==> src/rtl/uart_tx_arbiter.sv <==
// rtl/uart_tx_arbiter.sv - round-robin packet arbiter feeding one UART transmitter
// A grant is held for a whole packet and revoked only by the last byte's tx_done or by an idle timeout.
module uart_tx_arbiter #(
  parameter int N_REQ        = 4,
  parameter int IDLE_TIMEOUT = 1024
) (
  input  logic               clk,
  input  logic               reset,
  input  logic [N_REQ-1:0]   req_valid_i,
  input  logic [N_REQ*8-1:0] req_data_i,
  input  logic [N_REQ-1:0]   req_last_i,
  output logic [N_REQ-1:0]   req_ready_o,
  output logic [N_REQ-1:0]   grant_o,
  output logic [7:0]         tx_data_o,
  output logic               tx_valid_o,
  input  logic               tx_ready_i,
  input  logic               tx_done_i,
  output logic               timeout_o
);

  localparam int IW = (N_REQ > 1) ? $clog2(N_REQ) : 1;
  localparam int CW = $clog2(IDLE_TIMEOUT + 1);
  localparam logic [CW-1:0]    CNT_MAX = CW'(IDLE_TIMEOUT - 1);
  localparam logic [N_REQ-1:0] ONE_HOT0 = {{(N_REQ-1){1'b0}}, 1'b1};

  typedef enum logic [1:0] {IDLE, GRANT, SEND, WAIT_DONE} state_t;

  state_t        state_q, state_d;
  logic [IW-1:0] g_q, g_d;
  logic [IW-1:0] rr_q, rr_d;
  logic [CW-1:0] cnt_q, cnt_d;
  logic [7:0]    data_q, data_d;
  logic          last_q, last_d;
  logic          timeout_q, timeout_d;

  logic [IW-1:0] arb_idx;
  logic          arb_hit;
  logic [IW:0]   sum;
  logic          g_valid;
  logic [IW-1:0] next_ptr;

  // First requesting index at or above rr_q, wrapping modulo N_REQ.
  always_comb begin
    arb_hit = 1'b0;
    arb_idx = rr_q;
    sum     = '0;
    for (int i = 0; i < N_REQ; i++) begin
      sum = {1'b0, rr_q} + (IW+1)'(i);
      if (sum >= (IW+1)'(N_REQ)) sum = sum - (IW+1)'(N_REQ);
      if (!arb_hit && req_valid_i[sum[IW-1:0]]) begin
        arb_hit = 1'b1;
        arb_idx = sum[IW-1:0];
      end
    end
  end

  assign g_valid  = req_valid_i[g_q];
  assign next_ptr = (g_q == IW'(N_REQ - 1)) ? '0 : g_q + 1'b1;

  always_ff @(posedge clk) begin
    if (reset) begin
      state_q   <= IDLE;
      g_q       <= '0;
      rr_q      <= '0;
      cnt_q     <= '0;
      data_q    <= 8'h00;
      last_q    <= 1'b0;
      timeout_q <= 1'b0;
    end else begin
      state_q   <= state_d;
      g_q       <= g_d;
      rr_q      <= rr_d;
      cnt_q     <= cnt_d;
      data_q    <= data_d;
      last_q    <= last_d;
      timeout_q <= timeout_d;
    end
  end

  // The idle counter defaults to zero, so it only survives consecutive silent GRANT cycles.
  always_comb begin
    state_d   = state_q;
    g_d       = g_q;
    rr_d      = rr_q;
    cnt_d     = '0;
    data_d    = data_q;
    last_d    = last_q;
    timeout_d = 1'b0;
    case (state_q)
      IDLE: begin
        if (arb_hit) begin
          g_d     = arb_idx;
          state_d = GRANT;
        end
      end
      GRANT: begin
        if (g_valid) begin
          data_d  = req_data_i[8*g_q +: 8];
          last_d  = req_last_i[g_q];
          state_d = SEND;
        end else if (cnt_q == CNT_MAX) begin
          timeout_d = 1'b1;
          rr_d      = next_ptr;
          state_d   = IDLE;
        end else begin
          cnt_d = cnt_q + 1'b1;
        end
      end
      SEND: begin
        if (tx_ready_i) state_d = WAIT_DONE;
      end
      WAIT_DONE: begin
        if (tx_done_i) begin
          if (last_q) begin
            rr_d    = next_ptr;
            state_d = IDLE;
          end else begin
            state_d = GRANT;
          end
        end
      end
      default: state_d = IDLE;
    endcase
  end

  assign grant_o     = (state_q == IDLE) ? '0 : (ONE_HOT0 << g_q);
  assign req_ready_o = (state_q == GRANT) ? grant_o : '0;
  assign tx_valid_o  = (state_q == SEND);
  assign tx_data_o   = data_q;
  assign timeout_o   = timeout_q;

endmodule
==> config.mk <==
export PLATFORM = sky130hd
export DESIGN_NAME = uart_tx_arbiter
export DESIGN_NICKNAME = d
export VERILOG_FILES = /design/src/rtl/uart_tx_arbiter.sv
export SDC_FILE = /design/constraint.sdc
export NUM_CORES = 1
export LEC_CHECK = 0
export BUFFER_PORTS_ARGS = -buffer_cell sky130_fd_sc_hd__buf_4
export CAP_MARGIN = 20
export CORE_MARGIN = 2
export CORE_UTILIZATION = 48
export CTS_CLUSTER_SIZE = 25
export DETAILED_ROUTE_END_ITERATION = 7
export GPL_TIMING_DRIVEN = 0
export HOLD_SLACK_MARGIN = 0.03
export PLACE_DENSITY = 0.75
export SLEW_MARGIN = 20
export SYNTH_ARGS = -nofsm -noshare
export SYNTH_HDL_FRONTEND = slang
export SYNTH_SLANG_ARGS = --single-unit
==> constraint.sdc <==
create_clock -name clk -period 2.7 [get_ports clk]
set_input_delay 0.27 -clock clk [delete_from_list [all_inputs] [get_ports clk]]
set_output_delay 0.27 -clock clk [all_outputs]
set_load 0.05 [all_outputs]
# After elaboration in Yosys (flattened, before gate mapping)
# Cells that the tools add are included.
[word_totals] regBits=27 latch_bits=0 ram_bits=0 mem_bits_ro=0 out_inout_bits=18 word_cells=94 mem_count=0
[op_classes] add_sub_neg=9 n_mul=0 div=0 order_cmp=9 eq_ne=12 n_shift=2 n_mux=40 bitwise=1 reduce_logical=14
[ops] cell="$mux 2" n=18
[ops] cell="$shiftx 32x6->8" n=1
[ops] cell="$lt 2x3->1 const B" n=5
[ops] cell="$bmux 1 s2" n=6
[ops] cell="$mux 1" n=12
[ops] cell="$add 11x1->11 const B" n=1
[ops] cell="$eq 11x10->1 const B" n=1
[ops] cell="$ne 2x2->1 const B" n=5
[ops] cell="$ge 3x3->1 const B" n=3
[ops] cell="$mux 4" n=2
[ops] cell="$pmux 2 s4" n=1
[ops] cell="$sub 2x1->2 const B" n=4
[ops] cell="$add 2x2->3 const B" n=2
[ops] cell="$eq 2x2->1 const B" n=3
[ops] cell="$reduce_and 5->1" n=1
[ops] cell="$pmux 2 s2" n=1
[ops] cell="$reduce_and 2->1" n=2
[ops] cell="$reduce_and 4->1" n=1
[ops] cell="$reduce_or 4->1" n=1
[ops] cell="$shl 1x2->4 const A" n=1
[ops] cell="$add 2x1->3 const B" n=1
[ops] cell="$ge 2x3->1 const B" n=1
[ops] cell="$logic_and 1x1->1" n=3
[ops] cell="$logic_not 1->1" n=3
[ops] cell="8 further kinds" n=8

# Longest topological paths before layout
# Gate-level depths: netlist of run 1.
[logic_depth] ltp_word=16 ltp_mapped=6

# Worst setup path before layout of run 1
# Ideal clock, no wire load.
[synth_timing] kind="register to output" startpoint="register g_q[0]" endpoint="output port grant_o[2]" arrival_time_ns=1.717 required_ns=2.430 path_slack_ns=0.713 path_stages_with_launch=6 n_path_buf=2 path_cell_list="dfxtp_1 -> buf_6 -> buf_1 -> inv_1 -> ha_1 -> nor2b_1"
[synth_via] elab_chain_len=2
[synth_rtl] item="from (decl)" line="29" text="logic [IW-1:0] g_q, g_d;"
[synth_rtl] item="from (signal assigned)" line="71" text="g_q <= g_d;"
[synth_rtl] item="$shl 1x2->4" line="126" text="assign grant_o = (state_q == IDLE) ? '0 : (ONE_HOT0 << g_q);"
[synth_rtl] item="$mux 4" line="126"
[synth_rtl] item="to (decl)" line="13" text="output logic [N_REQ-1:0] grant_o,"
# No other way between the ends.

# Worst setup path in the final report of run 1
[layout_timing] startpoint="register g_q[0]" endpoint="register cnt_q[3]"
[layout_via] elab_chain_len=3
[layout_rtl] item="$bmux 1 s2" line="57" text="assign g_valid = req_valid_i[g_q];"
[layout_rtl] item="$mux 1 (not written as such)" line="57"
[layout_rtl] item="$reduce_or 4->1 (no line)"
[layout_rtl] item="to (signal assigned)" line="73" text="cnt_q <= cnt_d;"
[layout_rtl] item="to (decl)" line="31" text="logic [CW-1:0] cnt_q, cnt_d;"
# No other way between the ends. The select of a mux whose other input is x is not followed.
# A chain may end at the register's enable or synchronous reset.

==> impl_metrics.json, run 1 <==
{
  "outcome": "finished clean",
  "grt_start_max_net_pins": 17,
  "rsz0062_at_grt": "no",
  "io_buffers": 60,
  "finalCritPeriodShare_pct": 80.1,
  "holdWs_ns": 0.219,
  "ant_nets": 0,
  "power.density_nw_per_um2": 429,
  "netlist_area_um2": 1550,
  "grt_usage_pct": 22.4,
  "hold_path_class": "in -> reg",
  "cts_tree": "done",
  "critical_path_required_ns": 2.98,
  "via_per_inst": 5.22,
  "ctsHoldBuffers": 0,
  "chipWidth_um": 60.8,
  "cts_buffers": 3,
  "ctsHtreeMaxLevel": 1,
  "max_freq_mhz": 462,
  "synth.top_cell.area_share_pct": 34.9,
  "critPathCaptureType": "flip-flop",
  "ys_types": 37,
  "yosysSeqAreaShare_pct": 34.9,
  "synth_edf_count": 0,
  "clkSinkCount": 27,
  "power.leakage_uw": 0.000890,
  "synth_common_cells": "dfxtp_1, nor2_1, mux2i_1, nand2_1, mux4_2",
  "initial_core_util_pct": 50.7,
  "ff_latch_area_um2": 541,
  "relSlewSlack_pct": 64.1,
  "syn_area_per_cell_um2": 9.67,
  "io_pins": 62,
  "tightest_slew_ns": 0.537,
  "synth-async-reset-ratio_pct": 0,
  "core_um2": 3050,
  "grt_pass1_wl_um": 6290,
  "tns_ns": 0,
  "clock-skew-final_ns": 0.00797,
  "routedWlPerCell_um": 13.8,
  "fillers": 291,
  "drv_slew": 0,
  "postPlaceCellArea_um2": 2050,
  "rows": 20,
  "areaGrowthSynthToFinish_pct": 34.4,
  "drt-pass1-iter-count": 4,
  "finalHoldViolations": 0,
  "ctsLongestPathBuffers": 2,
  "dieArea_um2": 3690,
  "finalWirelength_um": 3690,
  "setup_viol_count_final": 0,
  "synth-seq-cells": 27,
  "synth.area.top_cells": "dfxtp_1, mux4_2, mux2i_1",
  "synthCells": 160,
  "finalNetCount": 273,
  "maxCapViolations": 0,
  "path_clk_slew_ns": 0.15,
  "drc": 0,
  "gp_congestion": 0.865,
  "path_class": "reg -> reg",
  "yosys.area.top_type": "dfxtp_1",
  "finalInstanceArea_um2": 2080,
  "cts-resized-gates": 0,
  "die_h_um": 60.8,
  "ir_drop_uv": 178,
  "cts_setup_buffers": 0,
  "cts_root_buf": "clkbuf_4",
  "antennaDiodeCount": 0,
  "ys_warn_count": 0,
  "post-route-min-period_ns": 2.16,
  "drive_above_1_share_pct": 35.4,
  "grt_pass1_vias": 1446,
  "dr.first_iter.drc_count": 31,
  "route.vias.total": 1393,
  "crit_path_start_kind": "flip-flop",
  "arrival_ns": 2.44,
  "clk_latency_ns": 0.33,
  "dpl.hpwl_um": 3060,
  "ys.flop_type": "dfxtp_1",
  "grt_overflow": 0,
  "cp_max_fo": 15,
  "syn_nets": 209,
  "multiInputGateArea_um2": 950,
  "antenna_found_initial": 0
}
[cell families (layout without fill, tap and decap cells)]
kind of cell | count (synthesis) | after routing | synth area share [%]
xor gates and xnor gates | 8 | 8 | 4.53
adders and majority gates | 5 | 5 | 4.04
DFF | 27 | 27 | 34.9
AOI/OAI and AO/OA | 10 | 10 | 4.77
muxes | 25 | 25 | 24.4
buffers and inverters | 13 | 76 | 3.72
and+or+nand+nor | 72 | 72 | 23.6
[placed cells by master (no fill, tap or decap), types with 4 or more instances in the layout]
master	n
dfxtp_1	27
mux4_2	10
xor2_1	5
clkbuf_1	4
ha_1	5
and2_1	4
nor2_1	27
inv_1	6
mux2i_1	13
nand2_1	11
nor2b_1	6
buf_4	60
[critical path, cell delays in order, from the launching register on]
cell and delay [ns]:
dfxtp_1 0.41, buf_6 0.23, mux4_2 0.56, or3b_4 0.41, or2_1 0.21, buf_2 0.17, nor2_1 0.11
[routing by layer]
| layer | track usage [%] | part of all wire, % |
|---|---|---|
| met2 | 41.8 | 55 |
| met3 | 2.35 | 2.5 |
| met1 | 27.5 | 41 |
| met5 | 0 | 0 |
| met4 | 5.59 | 1.1 |
[state kept, by name, indices dropped and copies added (netlist names), named ones only]
name,cells
cnt_q,11
tx_data_o,8
g_q,2
rr_q,2
last_q,1
state_q,1
timeout_o,1
[final timing paths]
| check | slack [ns] | depth (start not counted) | startpoint | endpoint |
|---|---|---|---|---|
| worst max-delay path | 0.54 | 6 | g_q[0] | cnt_q[3] |
| worst min-delay path | 0.22 | 4 | tx_done_i | flip-flop |
| worst max register to register | 0.54 | 6 | g_q[0] | cnt_q[3] |
| worst min register to register | 0.47 | 2 | cnt_q[10] | cnt_q[10] |
[layout make-up]
type	count	area share, %
clock buffers	3	1.08
repair buffers	60	21.7
well taps	44	2.65
inverters	6	1.08
plain buffers	6	1.50
clock inverters	1	0.361
flip-flops and latches	27	26.0
multi-input cells	120	45.7
[power breakdown]
group,switching [µW],internal (µW)
Sequential,13.5,416
Clock,125,56.8
Combinational,151,130
Total,289,603
[metrics by stage]
stage	power [µW]	util, %	std cells	setup slack, ns
5_1_grt	943	68.1	267	0.363
3_3_place_gp	713	67.3	264	0.622
3_5_place_dp	722	67.3	264	0.557
6_report	892	68.1	267	0.537
2_1_floorplan	617	-	160	0.713
4_1_cts	902	68.2	268	0.162
Power figures use the tool's default switching activity.
==> inputs of run 2 (changes only) <==
- CORE_UTILIZATION: 48 -> 43
- PLACE_DENSITY: 0.75 -> 0.71
- clock period: 2.7 -> 1.8 ns (I/O delays scaled with it)
==> run 2 against run 1 <==
Utilization shrank 2.2 points; fmax grew 16%; worst hold slack lost 0.089 ns; largest cell class unchanged; critical path type unchanged; via count grew 3.9%; flip-flop and latch count is the same; routed wire length grew 8.7%; the run now ends with negative setup slack left; critical endpoint is now cnt_q[4].
==> impl_metrics.json, run 2 (same netlist as run 1, synthesis figures left out) <==
{
  "die_h_um": 64.0,
  "finalCritPeriodShare_pct": 103,
  "ctsLongestPathBuffers": 2,
  "finalWirelength_um": 4010,
  "antenna_found_initial": 0,
  "cts_buffers": 3,
  "crit_family": "simple AND/OR/NAND/NOR gates",
  "finalHoldViolations": 0,
  "rsz0062_at_grt": "yes",
  "clkSinkCount": 27,
  "dr.first_iter.drc_count": 32,
  "relSlewSlack_pct": 62.2,
  "r2r_start": "g_q[0]",
  "cp_max_fo": 5,
  "io_buffers": 60,
  "cts_root_buf": "clkbuf_4",
  "post-route-min-period_ns": 1.86,
  "gp_congestion": 0.787,
  "rows": 21,
  "ff_latch_area_um2": 547,
  "outcome": "complete, but fails checks",
  "io_pins": 62,
  "power.leakage_uw": 0.000936,
  "dieArea_um2": 4100,
  "clock-skew-final_ns": 0.00757,
  "ant_nets": 0,
  "grt_overflow": 0,
  "route.vias.total": 1448,
  "top_register": "cnt_q",
  "rr_worst_depth": 5,
  "crit_path_start_kind": "flip-flop",
  "mostFrequentLayoutCells": "buf_4, dfxtp_1, nor2_1",
  "critPathSlowestCell": "mux4_2",
  "finalNetCount": 280,
  "final_common_cell": "buf_4",
  "cts_tree": "done",
  "grt_pass1_vias": 1470,
  "drive_above_1_share_pct": 47.0,
  "finalInstanceArea_um2": 2230,
  "clk_latency_ns": 0.34,
  "critPathCaptureType": "flip-flop",
  "arrival_ns": 2.16,
  "cp_slowest_stage_delay_ns": 0.54,
  "hold_path_class": "in -> reg",
  "setup_viol_count_final": 9,
  "path_clk_slew_ns": 0.16,
  "drt-pass1-iter-count": 4,
  "antennaDiodeCount": 0,
  "via_per_inst": 5.25,
  "worstHoldStart": "tx_done_i",
  "grt_usage_pct": 20.9,
  "grt_pass1_wl_um": 6680,
  "crit_buf_inv": 1,
  "drc": 0,
  "worst-path-stages": 5,
  "power.density_nw_per_um2": 623,
  "drv_slew": 0,
  "initial_core_util_pct": 45.7,
  "core_um2": 3390,
  "place_ws_ns": -0.227,
  "ctsHtreeMaxLevel": 1,
  "grt_start_max_net_pins": 17,
  "fin_ws_ns": -0.0587,
  "ir_drop_uv": 351,
  "chipWidth_um": 64.0,
  "reg2reg_slack_ns": -0.06,
  "multiInputGateArea_um2": 1030,
  "p_total_uw": 1390,
  "postPlaceCellArea_um2": 2070,
  "final_util_pct": 65.9,
  "maxCapViolations": 0,
  "areaGrowthSynthToFinish_pct": 44.3,
  "largest_reg_flops": 11,
  "ctsHoldBuffers": 0,
  "violations": "negative setup slack",
  "whs_path_depth": 4,
  "tightest_slew_ns": 0.566,
  "critical_path_required_ns": 2.10,
  "fillers": 276,
  "path_class": "reg -> reg",
  "dpl.hpwl_um": 3010,
  "crit_chain": "mux4_2 > or3b_4 > or2_4 > buf_6 > nor2_2",
  "timing.rr.end": "cnt_q[4]",
  "routedWlPerCell_um": 14.5,
  "max_freq_mhz": 538
}
-- run 2: through the flow --
stage	hold WS (ns)	std cells	setup TNS, ns
final	0.129	276	-0.425
after global routing	0.119	276	-0.857
after CTS	0.117	275	-1.62
after detailed placement	0.451	266	-3.83
after global placement	0.438	266	-2.55
after floorplan	0.370	160	-0.318
-- run 2: worst max path at each step --
stage	from	end	slack (ns)
after floorplan	g_q[0]	cnt_q[4]	-0.05
after global placement	g_q[0]	last_q	-0.15
after detailed placement	g_q[0]	tx_data_o[1]	-0.23
after CTS	g_q[0]	cnt_q[4]	-0.10
after global routing	g_q[0]	cnt_q[4]	-0.09
final	g_q[0]	cnt_q[4]	-0.06
-- run 2: what timing repair did --
action	4_1_cts	5_1_grt
endpoints found under the hold margin	0	0
gates resized for setup	4	28
setup buffers	5	1
pin swaps	1	1
gates cloned	0	1
endpoints found under the setup margin	27	27
-- run 2: final cells by class --
cell class / count / share of cell area [%]
buffer: 6 / 1.74
clock inverter: 1 / 0.336
timing repair buffer: 67 / 22.7
clock buffer: 3 / 1.01
sequential: 27 / 24.5
tap: 46 / 2.58
multi-input combinational: 120 / 46.2
inverter: 6 / 1.01
-- run 2: power by group --
group,switching (µW),internal [µW]
combinational,244,220
clock,194,85.4
sequential,24.3,624
-- run 2: metal layers --
metal,part of all wire (%),track usage [%],vias up
li1,-,-,708
met1,39,23.5,689
met2,53,36.7,35
met3,4.2,4.93,16
met4,4.2,10.3,0
met5,0,0,-
-- run 2: worst reg2reg max path, stage by stage, from the launching register on --
cell     delay [ns]
dfxtp_4        0.42
mux4_2         0.55
or3b_4         0.40
or2_4          0.25
buf_6          0.13
nor2_2         0.08
